--- src/rtl/countdown_pkg.sv ---
// rtl/countdown_pkg.sv - shared state encoding and glyph codes for the start countdown
package countdown_pkg;

    typedef enum logic [2:0] {
        IDLE,
        COUNT3,
        COUNT2,
        COUNT1,
        GO,
        RUN
    } cd_state_t;

    localparam logic [3:0] POS_BLANK = 4'd0;
    localparam logic [3:0] POS_ONE   = 4'd1;
    localparam logic [3:0] POS_TWO   = 4'd2;
    localparam logic [3:0] POS_THREE = 4'd3;
    localparam logic [3:0] POS_GO    = 4'd4;

    function automatic logic [3:0] state_pos(input cd_state_t s);
        case (s)
            COUNT3:  return POS_THREE;
            COUNT2:  return POS_TWO;
            COUNT1:  return POS_ONE;
            GO:      return POS_GO;
            default: return POS_BLANK;
        endcase
    endfunction

    function automatic logic is_counting(input cd_state_t s);
        return (s == COUNT3) || (s == COUNT2) || (s == COUNT1) || (s == GO);
    endfunction

endpackage

--- src/rtl/countdown_sequencer_step_timer.sv ---
// rtl/countdown_sequencer_step_timer.sv - per-glyph hold counter with terminal-count compare
module step_timer #(
    parameter int TICKS_PER_STEP = 25000000
) (
    input  logic clk,
    input  logic reset_n,
    input  logic clear,
    input  logic enable,
    output logic done
);

    localparam int CNT_W = $clog2(TICKS_PER_STEP);
    localparam logic [CNT_W-1:0] LAST = CNT_W'(TICKS_PER_STEP - 1);

    logic [CNT_W-1:0] count_q;
    logic [CNT_W-1:0] count_d;

    always_comb begin
        count_d = count_q;
        if (clear) begin
            count_d = '0;
        end else if (enable) begin
            count_d = count_q + CNT_W'(1);
        end
    end

    always_ff @(posedge clk or negedge reset_n) begin
        if (!reset_n) begin
            count_q <= '0;
        end else begin
            count_q <= count_d;
        end
    end

    assign done = (count_q == LAST);

endmodule

--- src/rtl/countdown_sequencer.sv ---
// rtl/countdown_sequencer.sv - start-edge triggered 3-2-1-GO countdown feeding the start-screen glyph mapper
// Optional COUNTDOWN_PAUSE_EN: pause freezes the countdown while busy.
module countdown_sequencer
    import countdown_pkg::*;
#(
    parameter int TICKS_PER_STEP = 25000000
) (
    input  logic       clk,
    input  logic       reset_n,
    input  logic       start,
    input  logic       game_over,
    input  logic       pause,
    output logic [3:0] STARTpos,
    output logic       game_active,
    output logic       go_pulse,
    output logic       busy
);

    cd_state_t  state_q, state_d;
    logic       start_q;
    logic [3:0] pos_q, pos_d;
    logic       active_q, active_d;
    logic       go_q, go_d;
    logic       busy_q, busy_d;
    logic       start_rise;
    logic       in_count;
    logic       hold;
    logic       tick_done;
    logic       advance;

    assign start_rise = start & ~start_q;
    assign in_count   = is_counting(state_q);

`ifdef COUNTDOWN_PAUSE_EN
    assign hold = pause & in_count;
`else
    logic unused_pause;
    assign unused_pause = pause;
    assign hold         = 1'b0;
`endif

    assign advance = tick_done & in_count & ~hold;

    step_timer #(
        .TICKS_PER_STEP(TICKS_PER_STEP)
    ) u_step_timer (
        .clk    (clk),
        .reset_n(reset_n),
        .clear  (state_d != state_q),
        .enable (in_count & ~hold),
        .done   (tick_done)
    );

    always_comb begin
        state_d = state_q;
        case (state_q)
            IDLE:    if (start_rise) state_d = COUNT3;
            COUNT3:  if (advance)    state_d = COUNT2;
            COUNT2:  if (advance)    state_d = COUNT1;
            COUNT1:  if (advance)    state_d = GO;
            GO:      if (advance)    state_d = RUN;
            RUN:     if (game_over)  state_d = IDLE;
            default:                 state_d = IDLE;
        endcase
    end

    // Outputs are decoded from the next state so they line up with the state register.
    always_comb begin
        pos_d    = state_pos(state_d);
        busy_d   = is_counting(state_d);
        active_d = (state_d == RUN);
        go_d     = (state_d == RUN) && (state_q != RUN);
    end

    always_ff @(posedge clk or negedge reset_n) begin
        if (!reset_n) begin
            state_q  <= IDLE;
            start_q  <= 1'b0;
            pos_q    <= POS_BLANK;
            active_q <= 1'b0;
            go_q     <= 1'b0;
            busy_q   <= 1'b0;
        end else begin
            state_q  <= state_d;
            start_q  <= start;
            pos_q    <= pos_d;
            active_q <= active_d;
            go_q     <= go_d;
            busy_q   <= busy_d;
        end
    end

    assign STARTpos    = pos_q;
    assign game_active = active_q;
    assign go_pulse    = go_q;
    assign busy        = busy_q;

endmodule

--- config.mk ---
export PLATFORM = sky130hd
export DESIGN_NAME = countdown_sequencer
export DESIGN_NICKNAME = d
export VERILOG_FILES = /design/src/rtl/countdown_pkg.sv /design/src/rtl/countdown_sequencer_step_timer.sv /design/src/rtl/countdown_sequencer.sv
export SDC_FILE = /design/constraint.sdc
export NUM_CORES = 1
export LEC_CHECK = 0
export CORE_MARGIN = 1.5
export CORE_UTILIZATION = 40
export CTS_CLUSTER_DIAMETER = 30
export DETAILED_ROUTE_END_ITERATION = 6
export GPL_ROUTABILITY_DRIVEN = 0
export GPL_TIMING_DRIVEN = 0
export HOLD_SLACK_MARGIN = 0.06
export MAX_ROUTING_LAYER = met4
export PLACE_DENSITY_LB_ADDON = 0.2
export SLEW_MARGIN = 20
export SYNTH_ARGS = -nofsm -noshare
export SYNTH_HDL_FRONTEND = slang
export SYNTH_SLANG_ARGS = --single-unit
--- constraint.sdc ---
create_clock -name clk -period 3.3 [get_ports clk]
set_input_delay 0.66 -clock clk [delete_from_list [all_inputs] [get_ports clk]]
set_output_delay 0.66 -clock clk [all_outputs]
set_load 0.005 [all_outputs]
# Yosys cells after proc, flatten, opt, wreduce, memory -nomap -nowiden
# Cells that the tools add are included.
# W data, S select, Z words.
[op_classes]
mul = 0
magnitude_cmp = 0
add_sub_neg = 1
eq_ne = 13
mux = 10
bitwise_logic = 3
n_div = 0
reduce_logical = 9
shift = 0
[op_table]
columns = ["operator", "n"]
rows = [
  ["$mux W25", 2],
  ["$add A25 B1 Y25 const B", 1],
  ["$eq A25 B25 Y1 const B", 1],
  ["$mux W3", 6],
  ["$pmux W3 S6", 1],
  ["$eq A3 B2 Y1 const B", 4],
  ["$eq A3 B3 Y1 const B", 4],
  ["$pmux W3 S4", 1],
  ["$eq A3 B1 Y1 const B", 2],
  ["$logic_or A1 B1 Y1", 6],
  ["$logic_not A3 Y1", 1],
  ["$ne A3 B3 Y1", 1],
  ["$ne A3 B3 Y1 const B", 1],
  ["$and A1 B1 Y1", 2],
  ["$reduce_bool A2 Y1", 1],
  ["$logic_and A1 B1 Y1", 1],
  ["$not A1 Y1", 1],
]
[word_totals]
memories = 0
regBits = 35
in_bits = 5
mem_bits_rw = 0
output_inout_bits = 7
romBits = 0
latch_bits = 0
elab_cells = 43

# Depth between registers and ports, before layout
[logic_depth]
ltp_word = 11
depth_mapped = 7
ltp_nobuf = 6

# Modules after synthesis
# Synthesis repeated with hierarchy kept, for this count alone.
[hier_totals]
cells_unflattened = 192
area_unflattened_um2 = 1854.3
[modules_own_cells]
columns = ["mod", "area_per_inst_um2", "n_inst", "cells_each"]
rows = [
  ["step_timer", 1348.8, 1, 143],
  ["countdown_sequencer", 505.5, 1, 49],
]

# Least setup slack after synthesis
# Ideal clock, no wire load.
[synth_timing]
path_type = "reg2reg"
from = "register u_step_timer.count_q[9]"
to = "register u_step_timer.count_q[11]"
path_buffers = 1
arrival_ns = 1.915
period_less_slack_ns = 2.037
path_stages_with_launch = 7
required_ns = 3.178
setup_time_ns = 0.122
slack_ns = 1.263
cell_sequence = "dfrtp_1 > or4b_4 > nor4_4 > a311oi_1 > o21bai_2 > buf_6 > a21oi_1"
[synth_between]
elab_chain_len = 6
word_cells_on_any_way = 12
cone_classes = "1 x add/sub; 2 x eq/ne; 7 x mux; 1 x bitwise; 1 x reduce/logical"
[synth_lines]
columns = ["item", "line", "text"]
rows = [
  ["start, declared", "countdown_sequencer_step_timer.sv:15", "logic [CNT_W-1:0] count_q;"],
  ["start signal, assigned", "countdown_sequencer_step_timer.sv:31", "count_q <= count_d;"],
  ["$eq A25 B25 Y1", "countdown_sequencer_step_timer.sv:35", "assign done = (count_q == LAST);"],
  ["$and A1 B1 Y1", "countdown_sequencer.sv:42", "assign advance = tick_done & in_count & ~hold;"],
  ["$mux W3 (on tied branches)", "-", ""],
  ["$pmux W3 S6", "countdown_sequencer.sv:56", "case (state_q)"],
  ["$ne A3 B3 Y1", "countdown_sequencer.sv:49", ".clear (state_d != state_q),"],
  ["$mux W25 or $reduce_bool A2 Y1 (tied branches)", "-", ""],
]
# Several ways; a longest one is shown, not always the timed one. The select of a mux whose other input is x is not followed.
# A chain may end at the register's enable or synchronous reset.

# Worst setup path after layout
[layout_timing]
from = "input port start"
to = "register u_step_timer.count_q[14]"
[layout_between]
elab_chain_len = 5
word_cells_on_any_way = 6
cone_classes = "1 x eq/ne; 3 x mux; 1 x bitwise; 1 x reduce/logical"
[layout_lines]
columns = ["item", "line", "text"]
rows = [
  ["start, declared", "countdown_sequencer.sv:10", "input logic start,"],
  ["$and A1 B1 Y1 (*)", "countdown_sequencer.sv:31", "assign start_rise = start & ~start_q;"],
  ["$mux W3 (*)", "countdown_sequencer.sv:57", "IDLE: if (start_rise) state_d = COUNT3;"],
  ["$pmux W3 S6 (*)", "countdown_sequencer.sv:56", ""],
  ["$ne A3 B3 Y1 (*)", "countdown_sequencer.sv:49", ""],
  ["$mux W25 or $reduce_bool A2 Y1 (tied branches)", "-", ""],
]
# Mark *: on every way between the ends. The rest lies on a longest branch, timed or not.

==> out/metrics.cfg <==
[run_status]
status=finished, final reports clean

[synth]
syn_nets=186
ys_types=42
yosysWarningCount=0
ys_ff_latch=35
synth_commonest_cells=dfrtp_1 (35), a21oi_1 (24), xor2_1 (22), nand4_1 (12), nand3_1 (11)
synth_top_cell_area_share_pct=46.79
synth.most_common_cell=dfrtp_1
synth_area_leaders=dfrtp_1 (47%), xor2_1 (10%), a21oi_1 (6.4%), nand4_1 (4.0%), nand3_1 (2.9%)
async_reset_ff_share_pct=100.0
syn_inst=180
synth_flop_cell=dfrtp_1
synth_area_sq_um=1872
yosysSeqAreaShare_pct=46.79
avgSynthCellArea_sq_um=10.40
synth_edf_count=0
synth_top_area_cell=dfrtp_1

[job]
drv_cap=0

[routing]
drt.antenna.violating_nets=0
drt_wl_total_microns=3844
vias=1407
drc_errors=0
drt_iter0_markers=68
drt_pre_antenna_iters=4
wire_per_inst_microns=15.38
vias_per_cell=5.628

[place]
dp_hpwl_microns=2736
dp_slack_ps=611.1
place_area_sq_um=2049
portBuffers=9
dpl.cell_count=242

[cells_and_area]
final_cell_area_sq_um=2186
instances_no_fill=250
fill_cells=397
n_antenna_cell=0
syn_to_final_growth_pct=16.78
final_layout_size_suffix_gt1_share_pct=15.15
num-nets-final=203

[worst_setup_path]
start_kind=input port
r2r_slack_ps=1000
endpoint_kind=flip-flop
critical_path_class=input port to flip-flop
reg2reg_from=u_step_timer.count_q[0]$_DFFE_PN0P_
r2r-end=u_step_timer.count_q[14]$_DFFE_PN0P_
rr_worst_depth=7
crit_required_ps=3470
arrival_ps=2550
worst-path-max-fanout=10

[clocking]
cts_buffer_depth=2
cts_root_buf=clkbuf_8
numCtsBuffers=5
cts_resized=0
path_clk_slew_ps=80
h-tree-depth=2
cts_tree=yes
cts_setup_buffers=0
cts.sinks=35
insertion_delay_ps=300
hold_buffers=0

[power]
p_switching_mw=0.4068
power_frac_seq_pct=40.6
pwr-share-comb_pct=24.7
powerDensity_nw_per_um2=610.6
leakage_nw=0.9124
clock_power_share_pct=34.7
p_int_mw=0.9279
switching_share_pct=30.48
vdd_ir_drop_max_mv=0.2704

[min_path]
hp-class=input port to async pin

[sta]
slew_viol_final=0
finalHoldViolations=0
tightest_slew_ps=982.8
clock.fmax_ghz=0.4211
rsz0062_at_grt=false
clock_skew_ps=13.29
finalSetupViolCount=0
fin_crit_sh_pct=71.96
min_period_ps=2375
hold-worst-slack_ps=272.5
setup_ws_ps=925.4
tns_ps=0
maxSlewHeadroom_pct=33.87

[grt]
grt_pass1_wl_microns=6975
antenna_found_initial=0
grt_pass1_vias=1466
grt_max_degree=22
grt_overflow=0
grtUsageTotal_pct=17.68

[floorplan]
core_sq_um=4414
die_x_microns=71.41
die_h_microns=71.41
die_area_sq_um=5099
start_util_pct=42.40
rows=24
ioPinCount=12

==> sequential cells by signal, summed over array words and instances (netlist names) <==
register and flops:
start_q 1, state_q 3, game_active 1, u_step_timer.count_q 25, go_pulse 1, STARTpos 3
busy 1
==> power groups by stage <==
stage	combinational, mW	clock, mW	sequential, mW
finish	0.330	0.463	0.541
global route	0.376	0.493	0.550
CTS	0.336	0.470	0.541
detailed placement	0.338	0	0.547
global placement	0.320	0	0.545
floorplan	0.237	0	0.538
==> kinds of logic after synthesis <==
logic type / Yosys count / share of synthesized area, %
buf+inv: 9 / 3.743
mux: 1 / 0.5348
compound gates: 38 / 12.63
fa+ha+maj: 1 / 0.6683
simple gates: 70 / 23.73
other cells: 1 / 0.2003
xor+xnor: 25 / 11.70
flops: 35 / 46.79
==> per-layer routing <==
layer	vias to the layer above	track usage (%)	share of wire, %	routed length, microns
met1	695	21.82	46	1782
li1	690	-	-	-
met2	17	28.81	50	1910
met4	0	5.031	1.1	43
met3	5	4.501	2.8	107
met5	-	-	0	0
==> placed cells by master, fill, tap and decap left out, types with 3 or more instances in the layout <==
cell type / count
dfrtp_1: 35
nand2_1: 10
a21oi_2: 5
a21oi_1: 24
clkbuf_8: 5
nor2_1: 6
clkdlybuf4s50_1: 8
buf_2: 3
xor2_1: 22
nand3_1: 11
xnor2_1: 3
nand2b_1: 4
nor3_1: 3
nand4_1: 12
buf_6: 4
and3_1: 6
==> worst max-delay path, cell delays in order <==
cell	delay [ps]
clkdlybuf4s50_1	470
or4b_2	580
a21oi_1	290
o21bai_2	270
buf_6	210
a21oi_1	70
==> area by class of cell <==
| cell class | instances | area (sq um) | share of cell area, % |
|---|---|---|---|
| Multi-Input combinational cell | 136 | 925.9 | 42.36 |
| Buffer | 9 | 70.07 | 3.205 |
| Clock inverter | 3 | 67.56 | 3.091 |
| Timing Repair Buffer | 10 | 112.6 | 5.152 |
| Sequential cell | 35 | 875.8 | 40.07 |
| Clock buffer | 5 | 68.82 | 3.148 |
| Tap cell | 52 | 65.06 | 2.977 |
==> worst max path at each step <==
stage / endpoint / from / slack, ps
after floorplan: u_step_timer.count_q[11]$_DFFE_PN0P_ / u_step_timer.count_q[9]$_DFFE_PN0P_ / 1260
after global placement: u_step_timer.count_q[13]$_DFFE_PN0P_ / start / 660
after detailed placement: u_step_timer.count_q[9]$_DFFE_PN0P_ / start / 610
after CTS: u_step_timer.count_q[11]$_DFFE_PN0P_ / start / 910
after global routing: u_step_timer.count_q[17]$_DFFE_PN0P_ / state_q[1]$_DFF_PN0_ / 800
final: u_step_timer.count_q[14]$_DFFE_PN0P_ / start / 930
==> per-stage QoR <==
stage | power [mW] | utilization, %
detailed placement | 0.8851 | 46.43
CTS | 1.347 | 49.52
floorplan | 0.7750 | -
global route | 1.418 | 49.52
global placement | 0.8653 | 45.92
finish | 1.335 | 49.52
Note: power is estimated with default switching activity, not from simulation.
